$ cat config.mk
export PLATFORM = sky130hd
export DESIGN_NAME = inst_fetch
export DESIGN_NICKNAME = d
export VERILOG_FILES = /design/src/rtl/inst_fetch_pkg.sv /design/src/rtl/inst_fetch_fifo.sv /design/src/rtl/inst_fetch.sv
export SDC_FILE = /design/constraint.sdc
export NUM_CORES = 1
export LEC_CHECK = 0
export BUFFER_PORTS_ARGS = -buffer_cell sky130_fd_sc_hd__buf_2
export CAP_MARGIN = 0
export CORE_UTILIZATION = 32
export DETAILED_ROUTE_END_ITERATION = 7
export GPL_TIMING_DRIVEN = 0
export PLACE_DENSITY = 0.48
export SYNTH_ARGS = -nofsm -noshare
export SYNTH_HDL_FRONTEND = slang
export SYNTH_SLANG_ARGS = --single-unit
$ cat constraint.sdc
create_clock -name clock -period 6.1 [get_ports clock]
set_input_delay 0.61 -clock clock [delete_from_list [all_inputs] [get_ports clock]]
set_output_delay 0.61 -clock clock [all_outputs]
set_load 0.05 [all_outputs]
$ cat src/rtl/inst_fetch_pkg.sv
// Shared constants and FSM state type for the instruction fetch stage.
`timescale 1ns/1ps
package inst_fetch_pkg;
  localparam logic [31:0] BUBBLE_INST      = 32'h0000_100F;
  localparam logic [31:0] RESET_PC_DEFAULT = 32'h0000_0000;
  localparam logic [1:0]  BUF_FULL         = 2'd2;

  typedef enum logic {
    FETCH = 1'b0,
    DRAIN = 1'b1
  } fetch_state_t;

  function automatic logic [31:0] word_align(input logic [31:0] addr);
    return addr & 32'hFFFF_FFFC;
  endfunction
endpackage

$ cat src/rtl/inst_fetch_fifo.sv
// Two-entry {inst, pc} FIFO between instruction memory and decode.
`timescale 1ns/1ps
module inst_fifo
  import inst_fetch_pkg::*;
#(
  parameter logic [31:0] BUBBLE = BUBBLE_INST
) (
  input  logic        clock,
  input  logic        reset,
  input  logic        push,
  input  logic        pop,
  input  logic        flush,
  input  logic [31:0] push_inst,
  input  logic [31:0] push_pc,
  output logic [31:0] head_inst,
  output logic [31:0] head_pc,
  output logic [1:0]  count
);
  logic [31:0] inst_mem [2];
  logic [31:0] pc_mem   [2];
  logic        wr_ptr;
  logic        rd_ptr;
  logic        do_push;
  logic        do_pop;

  assign do_push = push && (count != BUF_FULL);
  assign do_pop  = pop && (count != 2'd0);

  // Flush wins over any same-cycle push or pop.
  always_ff @(posedge clock) begin
    if (reset || flush) begin
      count  <= 2'd0;
      wr_ptr <= 1'b0;
      rd_ptr <= 1'b0;
    end else begin
      if (do_push) wr_ptr <= ~wr_ptr;
      if (do_pop)  rd_ptr <= ~rd_ptr;
      case ({do_push, do_pop})
        2'b10:   count <= count + 2'd1;
        2'b01:   count <= count - 2'd1;
        default: count <= count;
      endcase
    end
  end

  always_ff @(posedge clock) begin
    if (do_push && !flush && !reset) begin
      inst_mem[wr_ptr] <= push_inst;
      pc_mem[wr_ptr]   <= push_pc;
    end
  end

  assign head_inst = (count != 2'd0) ? inst_mem[rd_ptr] : BUBBLE;
  assign head_pc   = (count != 2'd0) ? pc_mem[rd_ptr]   : 32'h0000_0000;
endmodule

$ cat src/rtl/inst_fetch.sv
// Instruction fetch: single-outstanding memory requests, redirect handling
// with a drain state for in-flight responses, and a 2-entry output buffer.
`timescale 1ns/1ps
module inst_fetch
  import inst_fetch_pkg::*;
#(
  parameter logic [31:0] RESET_PC = RESET_PC_DEFAULT,
  parameter logic [31:0] BUBBLE   = BUBBLE_INST
) (
  input  logic        clock,
  input  logic        reset,
  output logic        imem_req,
  output logic [31:0] imem_addr,
  input  logic        imem_ack,
  input  logic [31:0] imem_rdata,
  input  logic        redirect,
  input  logic [31:0] redirect_pc,
  output logic [31:0] inst,
  output logic        inst_valid,
  input  logic        inst_ready,
  output logic [31:0] inst_pc,
  output logic        fsm_state
);
  fetch_state_t state;
  logic [31:0]  pc;
  logic [31:0]  target;
  logic [1:0]   count;
  logic         ack_taken;
  logic         push;
  logic         pop;

  // Handshakes: memory side is req/ack with req and addr held until the ack
  // cycle inclusive; decode side transfers when inst_valid && inst_ready.
  assign imem_req   = !reset && ((state == DRAIN) || (count != BUF_FULL));
  assign imem_addr  = pc;
  assign ack_taken  = imem_req && imem_ack;
  assign push       = (state == FETCH) && ack_taken && !redirect;
  assign inst_valid = (count != 2'd0);
  assign pop        = inst_valid && inst_ready;
  assign fsm_state  = logic'(state);

  inst_fifo #(.BUBBLE(BUBBLE)) u_fifo (
    .clock     (clock),
    .reset     (reset),
    .push      (push),
    .pop       (pop),
    .flush     (redirect),
    .push_inst (imem_rdata),
    .push_pc   (pc),
    .head_inst (inst),
    .head_pc   (inst_pc),
    .count     (count)
  );

  always_ff @(posedge clock) begin
    if (reset) begin
      state  <= FETCH;
      pc     <= word_align(RESET_PC);
      target <= word_align(RESET_PC);
    end else begin
      case (state)
        FETCH: begin
          if (redirect) begin
            // A request still waiting for its ack must finish at the old address.
            if (imem_req && !imem_ack) begin
              state  <= DRAIN;
              target <= word_align(redirect_pc);
            end else begin
              pc <= word_align(redirect_pc);
            end
          end else if (ack_taken) begin
            pc <= pc + 32'd4;
          end
        end
        DRAIN: begin
          if (redirect) target <= word_align(redirect_pc);
          if (ack_taken) begin
            state <= FETCH;
            pc    <= redirect ? word_align(redirect_pc) : target;
          end
        end
        default: state <= FETCH;
      endcase
    end
  end
endmodule
==> impl_metrics.json <==
{
  "synth-edff-count": 128,
  "yosysSeqAreaShare_pct": 61.39,
  "yosys_warnings": 0,
  "p_seq_share_pct": 51.2,
  "synth_top_family_by_area": "simple AND/OR/NAND/NOR gates",
  "cp_max_fo": 10,
  "vdd_drop_max_mv": 0.1254,
  "post-dp-hpwl_mm": 16.80,
  "min_path_type": "input port to register",
  "fin_area_um2": 10470,
  "pwr-share-comb_pct": 10.1,
  "slew_headroom_pct": 49.23,
  "clock-root-buffer": "clkbuf_16",
  "fp.dieW_um": 165.4,
  "synth_area_leaders": "edfxtp_1 (45%), dfxtp_1 (16%), mux2i_1 (8.9%)",
  "p_total_mw": 2.951,
  "io_buffer_count": 165,
  "drive_gt1_share_pct": 23.35,
  "ioPinCount": 168,
  "cts_setup_buffers": 0,
  "required_ps": 5490,
  "powerDensity_nw_per_um2": 281.9,
  "synth.largest_area_cell": "edfxtp_1",
  "power.switching_mw": 0.8400,
  "yosysUniqueCellTypes": 56,
  "grtUsageTotal_pct": 17.33,
  "worstSetupPathType": "register to primary output",
  "critical_path_arrival_ps": 2660,
  "max_freq_mhz": 306.3,
  "setup_slack_ps": 2835,
  "violations": "design-rule violations",
  "grt-ovfl-total": 0,
  "synthSimpleGateAreaFrac_pct": 15.99,
  "worst_clock_skew_ps": 12.28,
  "die_y_um": 165.4,
  "leakagePower_nw": 3.813,
  "finalNetCount": 1043,
  "hold_viol": 0,
  "synthAdderAreaFrac_pct": 0.2929,
  "clkTransAtPathRegs_ps": 80,
  "antenna_left": 0,
  "grt_pass1_vias": 5956,
  "dr.pass1.iters": 7,
  "postSynthAreaPerCell_um2": 10.88,
  "antenna_cells": 0,
  "startpoint_type": "register",
  "dp_worst_setup_slack_ps": 3068,
  "num_rows": 59,
  "async_reset_ff_share_pct": 0,
  "gp_congestion": 0.7946,
  "min_period_ps": 3265,
  "ys.flop_type": "edfxtp_1",
  "grt_pass1_wl_mm": 35.46,
  "worstSkewPairLatency_ps": 430,
  "vias": 6497,
  "wl_per_cell_um": 17.78,
  "grt_max_degree": 49,
  "h-tree-depth": 4,
  "tritoncts": "built",
  "clock-sinks": 198,
  "finalMaxSlewViolations": 0,
  "syn-cell-area_um2": 8543,
  "placed_cell_area_um2": 9873,
  "netSwitchingFraction_pct": 28.46,
  "cts_buffers": 17,
  "syn2layout_area_growth_pct": 22.55,
  "cts_max_path_buffers": 2,
  "syn_inst": 785,
  "synth_nets": 856,
  "drt_iter0_markers": 543,
  "pwr-share-clk_pct": 38.7,
  "rsz0062_at_grt": "false",
  "core_um2": 26130,
  "wl_mm": 23.48,
  "initial_core_util_pct": 32.69,
  "setup_viol": 0,
  "synthMuxAreaShare_pct": 8.905,
  "synth_xor_area_share_pct": 0.6151,
  "cap_violations": 0,
  "cp-end-kind": "primary output",
  "period_share_pct": 53.53,
  "hold_buffers": 0,
  "tightest_slew_ps": 761.6,
  "drcViolationCount": 30,
  "synth_compound_area_share_pct": 9.490,
  "viasPerCell": 4.922,
  "design.die.area_um2": 27360,
  "cell_internal_pwr_mw": 2.111,
  "cts_resized": 0,
  "netlist.area_leader.share_pct": 44.99,
  "antenna_found_initial": 0,
  "synth_seq_cells": 198,
  "status": "finished with violations"
}
==> layout make-up <==
cell class	instances	area [um^2]
Tap cell	335	419.2
Timing Repair Buffer	168	900.9
Fill cell	2663	15660
Multi-Input combinational cell	523	3025
Clock inverter	15	171.4
Buffer	53	239.0
Inverter	11	43.79
Sequential cell	198	5245
Clock buffer	17	425.4
==> worst max-delay path, cell delays in order, from the launching register on <==
cell	delay, ps
dfxtp_1	300
buf_2	160
nor2_1	490
clkbuf_1	510
clkbuf_1	420
nor2_1	110
buf_2	230
==> per-layer routing <==
metal	vias to the layer above	routed length [um]	global-route usage, %
li1	3201	-	-
met1	3061	10940	24.38
met2	221	10610	27.22
met3	14	1716	3.846
met4	0	208	3.636
met5	-	0	0
==> cells in the mapped netlist, drive strengths merged, types with 3 or more instances <==
cell    number
nor2b        4
nand3       21
edfxtp     128
a211oi       6
and2         5
mux2i       76
inv         11
or2          4
and4         3
nor2        95
xnor2        5
nand2b       3
a31oi        3
or4          6
clkbuf      27
buf         26
nand2      133
nand4       10
o221ai       3
nor3         5
o21ai       32
o211ai      11
a21oi       56
dfxtp       70
or3          4
o311ai       4
and3         6
==> per-stage QoR <==
stage	hold WS (ps)	util [%]	TNS (ps)	instances
floorplan	412.9	-	0	785
global placement	426.2	37.46	-40470	1285
detailed placement	427.5	37.78	0	1288
CTS	338.5	40.07	0	1320
global route	339.0	40.07	0	1320
finish	356.0	40.07	0	1320
==> sequential cells by signal, indices dropped and copies added, names as in the netlist, named ones only <==
signal / cells
u_fifo.pc_mem: 64
u_fifo.count: 2
target: 32
fsm_state: 1
imem_addr: 32
u_fifo.inst_mem: 64
u_fifo.wr_ptr: 1
u_fifo.rd_ptr: 1
==> cell families (layout without fill, tap and decap cells) <==
| logic type | after synthesis | in the layout |
|---|---|---|
| AOI/OAI and AO/OA | 134 | 134 |
| xor gates and xnor gates | 6 | 6 |
| buffers and inverters | 64 | 264 |
| muxes | 76 | 76 |
| and+or+nand+nor | 305 | 305 |
| DFF | 198 | 198 |
| adders and majority gates | 2 | 2 |
==> cell usage in the layout (no fill, tap or decap), types with 4 or more instances in the layout <==
cell type | netlist | final
nand3_1 | 21 | 21
a21oi_1 | 56 | 56
a211oi_1 | 6 | 6
mux2i_1 | 76 | 76
nand2_1 | 133 | 133
clkbuf_1 | 27 | 27
inv_6 | 0 | 5
or4_1 | 6 | 6
buf_1 | 6 | 6
and2_1 | 5 | 4
clkbuf_16 | 0 | 17
or2_2 | 4 | 4
o21ai_0 | 31 | 31
nor2_1 | 95 | 94
o311ai_0 | 4 | 4
edfxtp_1 | 128 | 128
nand4_1 | 9 | 9
inv_1 | 10 | 10
and3_1 | 6 | 6
buf_2 | 17 | 182
dfxtp_1 | 70 | 70
nor2b_1 | 4 | 4
nor3_1 | 4 | 4
xnor2_1 | 5 | 5
o211ai_1 | 11 | 11
==> power by group through the flow <==
| stage | logic (mW) | clock network (mW) | registers [mW] |
|---|---|---|---|
| after floorplan | 0.142 | 0 | 1.58 |
| after global placement | 0.295 | 0 | 1.54 |
| after detailed placement | 0.299 | 0 | 1.54 |
| after CTS | 0.301 | 1.17 | 1.51 |
| after global routing | 0.324 | 1.22 | 1.52 |
| final | 0.299 | 1.14 | 1.51 |
==> worst paths after layout <==
check	startpoint	to	slack, ps	cells after the start
hold / removal	imem_rdata[0]	u_fifo.inst_mem[0][0]	360	1
setup reg to reg	fsm_state	u_fifo.inst_mem[0][16]	3360	8
hold reg to reg	target[1]	target[1]	430	2
setup / recovery	u_fifo.count[0]	inst[25]	2830	6
(Power assumes the default switching activity.)
